[src/rtl/mem_port_arbiter.sv]
// -----------------------------------------------------------------------------
// mem_port_arbiter
//   Shares one single-ported memory bus between the instruction-fetch (IF) and
//   data-memory (DM) ports of the core using a req/ready handshake.
//
//   Arbitration:
//     - DM normally wins.
//     - A streak counter forces an IF grant after MAX_DSTREAK consecutive DM
//       grants while a fetch is pending.
//
//   Acks:
//     - Acks are combinational in the completing cycle.
//     - The requester presents its next request (or drops req) in that same
//       cycle, which allows back-to-back transactions with no idle bubble.
//
//   Optional feature (macro MEMARB_TIMEOUT_EN):
//     - A busy counter aborts a transaction after TIMEOUT_CYCLES wait cycles.
//     - The aborted port gets a zero-data ack, and arb_err_o sets sticky.
//     - Without the macro, arb_err_o is tied to 0.
//
// Ports:
//   clk_i, reset_i                  clock, synchronous active-high reset
//   if_req_i, if_addr_i             fetch request / word address
//   if_rdata_o, if_ack_o            fetch data / one-cycle completion (comb)
//   if_stall_o                      if_req_i & ~if_ack_o
//   dm_req_i, dm_we_i, dm_addr_i,
//   dm_wdata_i                      data request / write / address / wdata
//   dm_rdata_o, dm_ack_o            data read data / completion (comb)
//   dm_stall_o                      dm_req_i & ~dm_ack_o
//   mem_req_o, mem_we_o,
//   mem_addr_o, mem_wdata_o         registered memory bus request
//   mem_rdata_i, mem_ready_i        memory read data / completion
//   arb_err_o                       sticky timeout flag
// -----------------------------------------------------------------------------
module mem_port_arbiter #(
   parameter int unsigned MAX_DSTREAK    = 4,
   parameter int unsigned TIMEOUT_CYCLES = 64
) (
   input  logic        clk_i,
   input  logic        reset_i,
   input  logic        if_req_i,
   input  logic [31:0] if_addr_i,
   output logic [31:0] if_rdata_o,
   output logic        if_ack_o,
   output logic        if_stall_o,
   input  logic        dm_req_i,
   input  logic        dm_we_i,
   input  logic [31:0] dm_addr_i,
   input  logic [31:0] dm_wdata_i,
   output logic [31:0] dm_rdata_o,
   output logic        dm_ack_o,
   output logic        dm_stall_o,
   output logic        mem_req_o,
   output logic        mem_we_o,
   output logic [31:0] mem_addr_o,
   output logic [31:0] mem_wdata_o,
   input  logic [31:0] mem_rdata_i,
   input  logic        mem_ready_i,
   output logic        arb_err_o
);

   localparam int unsigned SW = $clog2(MAX_DSTREAK + 1);
   localparam int unsigned BW = 16;

   typedef enum logic [1:0] {
      S_IDLE   = 2'd0,
      S_BUSY_I = 2'd1,
      S_BUSY_D = 2'd2
   } state_e;

   state_e        state_q, state_d;
   logic [SW-1:0] streak_q, streak_d;
   logic          mem_req_q, mem_req_d;
   logic          mem_we_q, mem_we_d;
   logic [31:0]   mem_addr_q, mem_addr_d;
   logic [31:0]   mem_wdata_q, mem_wdata_d;

   logic busy_c, tmo_c, done_c, decide_c, dm_wins_c, grant_d_c, grant_i_c;

   // Byte-offset bits of the word addresses are not used.
   logic [3:0] unused_addr_lsb;
   assign unused_addr_lsb = {if_addr_i[1:0], dm_addr_i[1:0]};

   // Transaction ends on mem_ready (or timeout); a grant decision is made then or in IDLE.
   assign busy_c    = (state_q != S_IDLE);
   assign done_c    = busy_c && (mem_ready_i || tmo_c);
   assign decide_c  = (state_q == S_IDLE) || done_c;
   assign dm_wins_c = dm_req_i && (!if_req_i || (streak_q < SW'(MAX_DSTREAK)));
   assign grant_d_c = decide_c && dm_wins_c;
   assign grant_i_c = decide_c && !dm_wins_c && if_req_i;

`ifdef MEMARB_TIMEOUT_EN
   logic [BW-1:0] busy_cnt_q, busy_cnt_d;
   logic          arb_err_q, arb_err_d;

   // Counter value equals the number of wait cycles seen since the grant.
   assign tmo_c = busy_c && !mem_ready_i && (busy_cnt_q == BW'(TIMEOUT_CYCLES));

   // Busy counter and sticky error next-state.
   always_comb begin
      busy_cnt_d = busy_cnt_q;
      arb_err_d  = arb_err_q | tmo_c;
      if (decide_c) begin
         busy_cnt_d = '0;
      end else if (busy_c) begin
         busy_cnt_d = busy_cnt_q + BW'(1);
      end
   end

   // Timeout state registers.
   always_ff @(posedge clk_i) begin
      if (reset_i) begin
         busy_cnt_q <= '0;
         arb_err_q  <= 1'b0;
      end else begin
         busy_cnt_q <= busy_cnt_d;
         arb_err_q  <= arb_err_d;
      end
   end

   assign arb_err_o = arb_err_q;
`else
   logic [BW-1:0] unused_timeout;
   assign unused_timeout = BW'(TIMEOUT_CYCLES);
   assign tmo_c          = 1'b0;
   assign arb_err_o      = 1'b0;
`endif

   // State and memory-bus registers.
   always_ff @(posedge clk_i) begin
      if (reset_i) begin
         state_q     <= S_IDLE;
         streak_q    <= '0;
         mem_req_q   <= 1'b0;
         mem_we_q    <= 1'b0;
         mem_addr_q  <= '0;
         mem_wdata_q <= '0;
      end else begin
         state_q     <= state_d;
         streak_q    <= streak_d;
         mem_req_q   <= mem_req_d;
         mem_we_q    <= mem_we_d;
         mem_addr_q  <= mem_addr_d;
         mem_wdata_q <= mem_wdata_d;
      end
   end

   // Next-state: grant latches the winner onto the bus; no grant returns to IDLE.
   always_comb begin
      state_d     = state_q;
      streak_d    = streak_q;
      mem_req_d   = mem_req_q;
      mem_we_d    = mem_we_q;
      mem_addr_d  = mem_addr_q;
      mem_wdata_d = mem_wdata_q;

      if (decide_c) begin
         if (grant_d_c) begin
            state_d     = S_BUSY_D;
            mem_req_d   = 1'b1;
            mem_we_d    = dm_we_i;
            mem_addr_d  = {dm_addr_i[31:2], 2'b00};
            mem_wdata_d = dm_wdata_i;
         end else if (grant_i_c) begin
            state_d    = S_BUSY_I;
            mem_req_d  = 1'b1;
            mem_we_d   = 1'b0;
            mem_addr_d = {if_addr_i[31:2], 2'b00};
         end else begin
            state_d   = S_IDLE;
            mem_req_d = 1'b0;
            mem_we_d  = 1'b0;
         end
      end

      // Streak only counts DM grants that actually delay a pending fetch.
      if (!if_req_i || grant_i_c) begin
         streak_d = '0;
      end else if (grant_d_c && (streak_q < SW'(MAX_DSTREAK))) begin
         streak_d = streak_q + SW'(1);
      end
   end

   // Outputs: acks and read data pass through in the completing cycle; gated by reset.
   always_comb begin
      if_ack_o   = 1'b0;
      dm_ack_o   = 1'b0;
      if_rdata_o = '0;
      dm_rdata_o = '0;
      if (!reset_i && done_c) begin
         if (state_q == S_BUSY_I) begin
            if_ack_o = 1'b1;
            if (mem_ready_i) if_rdata_o = mem_rdata_i;
         end
         if (state_q == S_BUSY_D) begin
            dm_ack_o = 1'b1;
            if (mem_ready_i) dm_rdata_o = mem_rdata_i;
         end
      end
      if_stall_o = if_req_i & ~if_ack_o;
      dm_stall_o = dm_req_i & ~dm_ack_o;
   end

   assign mem_req_o   = mem_req_q;
   assign mem_we_o    = mem_we_q;
   assign mem_addr_o  = mem_addr_q;
   assign mem_wdata_o = mem_wdata_q;

endmodule

[config.mk]
export PLATFORM = sky130hd
export DESIGN_NAME = mem_port_arbiter
export DESIGN_NICKNAME = d
export VERILOG_FILES = /design/src/rtl/mem_port_arbiter.sv
export SDC_FILE = /design/constraint.sdc
export NUM_CORES = 1
export LEC_CHECK = 0
export CORE_AREA = 2 2 104 106
export CTS_BUF_LIST = sky130_fd_sc_hd__clkbuf_4
export DETAILED_ROUTE_END_ITERATION = 7
export DIE_AREA = 0 0 106 108
export PLACE_DENSITY = 0.89
export SYNTH_ARGS = -nofsm -noshare
export SYNTH_HDL_FRONTEND = slang
export SYNTH_SLANG_ARGS = --single-unit
[constraint.sdc]
create_clock -name clk_i -period 2 [get_ports clk_i]
set_input_delay 0.4 -clock clk_i [delete_from_list [all_inputs] [get_ports clk_i]]
set_output_delay 0.4 -clock clk_i [all_outputs]
set_load 0.005 [all_outputs]
==> results.txt <==
----------------------------------------------------
[Status]
  Outcome ... finished, violations left
  Failing checks ... setup timing

[Synthesis]
  Cell taking the most area after synthesis ... dfxtp_1
  Synth warn ... 0
  Unique cell type count in the Yosys netlist ... 29
  Combined area of all synthesized cells ... 3498 µm²
  Syn avg cell area ... 8.947 µm²
  Number of enable-type register cells in the synthesized netlist ... 0
  Share of the yosys chip area belonging to registers ... 39.48%
  Fraction of synthesized cell area taken by the top area cell type ... 39.48%
  Async S/R FF share, synth ... 0%
  Post-synthesis instance total ... 391
  Number of synthesized register bits ... 69
  Area contributors post-synth ... dfxtp_1 39%, and2_1 12%, nor4b_2 8.2%
  Primary FF master, synth ... dfxtp_1

[Clock tree]
  Buffer levels on the longest clock path ... 2
  H-tree level count ... 3
  Clock network latency to the later pin of the worst-skew pair ... 410 ps
  CTS root buf ... clkbuf_4
  Clock tree from TritonCTS ... yes
  Post-CTS clock slew at the launch and capture registers of the worst setup and hold paths ... 120 ps
  Clock sink count ... 69
  Number of buffers inserted during clock tree synthesis ... 9

[Timing]
  Post-route setup slack ... -120.7 ps
  Maximum clock rate ... 0.4715 GHz
  Final cycle utilization of the critical path ... 106.0%
  Final Setup Violations ... 57
  Setup repair after global routing missed its margin ... true
  Fin. max-slew vios ... 0
  Largest clock skew in the final design ... 13.36 ps
  Hold violation total from the final report ... 0
  Minimum hold slack ... 233.5 ps
  Post-route minimum period ... 2121 ps

[Pwr]
  Standby leakage power ... 0.002761 µW
  Peak supply drop ... 352.6 µV
  Pwr Density ... 517.8 nW/µm²

[Detailed routing]
  Total wire length after detailed routing ... 15110 µm
  ANT nets after route ... 0
  DRC violations left ... 0
  Vias per cell ... 5.201
  Pre-Repair DR Iteration Count ... 4
  Final routed wire length divided by cell count ... 18.61 µm
  Overall via count from detail_route ... 4223
  Starting DRT DRC Count ... 199

[Finish]
  Most common cell after layout, fill and taps aside ... clkdlybuf4s50_1
  Layout overhead on the synthesized area ... 97.64%
  Layout cell share with drive strength beyond 1 ... 30.67%
  Final standard cell count with taps included and fillers excluded ... 812
  Commonest cells after routing, fill and taps aside ... 191 x clkdlybuf4s50_1, 67 x dfxtp_1, 54 x buf_6
  Net total in the final layout ... 805

[Run]
  Number of max-capacitance violations reported ... 0

[GRT]
  Initial antenna violation count ... 1
  Total Routing Usage GR ... 24.00%
  First-pass GRT wire length ... 21910 µm
  Pin count of the biggest net entering global routing ... 41
  Overflow left after global routing ... 0
  Number of global-route vias before repair ... 4343

[Critical path]
  Data arrival at the endpoint of the critical path ... 1720 ps
  R2R setup slack ... 470 ps
  Startpoint types ... flop
  Nature of the critical path endpoint ... output pin
  Crit Path Max Fanout ... 6
  Setup CP Type ... flop to output pin
  Required @ worst endpoint ... 1600 ps

[Min path]
  Worst min path class ... input port to flop

[Floorplan]
  Die Area ... 11450 µm²
  Vert. Die Dim ... 108 µm
  Effective utilization at floorplan ... 34.19%
  Core Box Area ... 10230 µm²
  Floorplan die width ... 106 µm
  Number of primary I/O pins ... 269
  Row count ... 37

[Placed design]
  Final GP Congestion ... 0.8204
  Worst setup slack before clock tree synthesis ... -458.2 ps
  Post-Place Cells ... 776
  Detailed placement HPWL ... 10330 µm
  Count of port buffers added during placement ... 261

----------------------------------------------------
cell usage after synthesis, drive strengths merged (3+ instances only):
| library cell | number |
|---|---|
| a21oi | 49 |
| a221o | 21 |
| a311oi | 9 |
| and2 | 65 |
| buf | 30 |
| clkbuf | 17 |
| dfxtp | 69 |
| nand2 | 7 |
| nand2b | 3 |
| nand3 | 44 |
| nor4b | 21 |
| o21ai | 41 |
layer usage:
layer	wire length [µm]	track usage [%]	part of all wire (%)
met1	5383	25.04	36
met2	8332	47.37	55
met3	973	4.702	6.4
met4	420	8.835	2.8
met5	0	0	0
sequential cells by signal, summed over array words and instances (netlist names):
name and count:
mem_addr_o 30, mem_req_o 1, mem_wdata_o 32, mem_we_o 1, state_q 2, streak_q 3
worst paths after layout:
check	start	end	depth (start not counted)
setup reg to reg	state_q[0]	mem_addr_o[16]	5
hold / removal	reset_i	state_q[0]	2
setup / recovery	state_q[1]	if_rdata_o[21]	5
hold reg to reg	streak_q[1]	streak_q[1]	2
repair_timing:
item | CTS | global route
endpoints found under the setup margin | 68 | 68
hold buffers | 0 | 0
buffers inserted | 15 | 3
cloned | 4 | 2
resized for setup | 313 | 73
endpoints found under the hold margin | 0 | 0
pin swaps | 14 | 18
through the flow:
step / area, µm² / setup TNS, ps / utilization, % / power [µW]
6_report: 6914 / -3112 / 67.58 / 3580
4_1_cts: 6629 / -2933 / 64.79 / 3594
3_5_place_dp: 6372 / -28620 / 62.28 / 2511
2_1_floorplan: 3506 / 0 / - / 1892
3_3_place_gp: 6372 / -27080 / 62.28 / 2485
5_1_grt: 6914 / -7918 / 67.58 / 3761
logic make-up after synthesis:
family	after synthesis	synth area share (%)
flops	69	39.48
buf+inv	47	7.582
compound gates	124	22.43
simple gates	149	30.04
fa+ha+maj	1	0.3576
other cells	1	0.1072
critical path, stage by stage (launching register included):
cell	delay [ps]
dfxtp_4	380
and4bb_4	410
buf_8	160
buf_8	120
and2_1	130
clkbuf_2	110
layout make-up:
cell class              count  area [µm²]
fillers                   755        3317
repair buffers            313        3194
multi-input cells         277        1996
flip-flops and latches     69        1386
well taps                 136       170.2
clock inverters             7       97.59
clock buffers               9       67.56
diodes                      1       2.502
power breakdown:
part	switching, µW	internal (µW)	total [µW]
Combinational	379	625	1000
Sequential	54.6	1480	1530
Clock	534	511	1050
(Power assumes the default switching activity.)
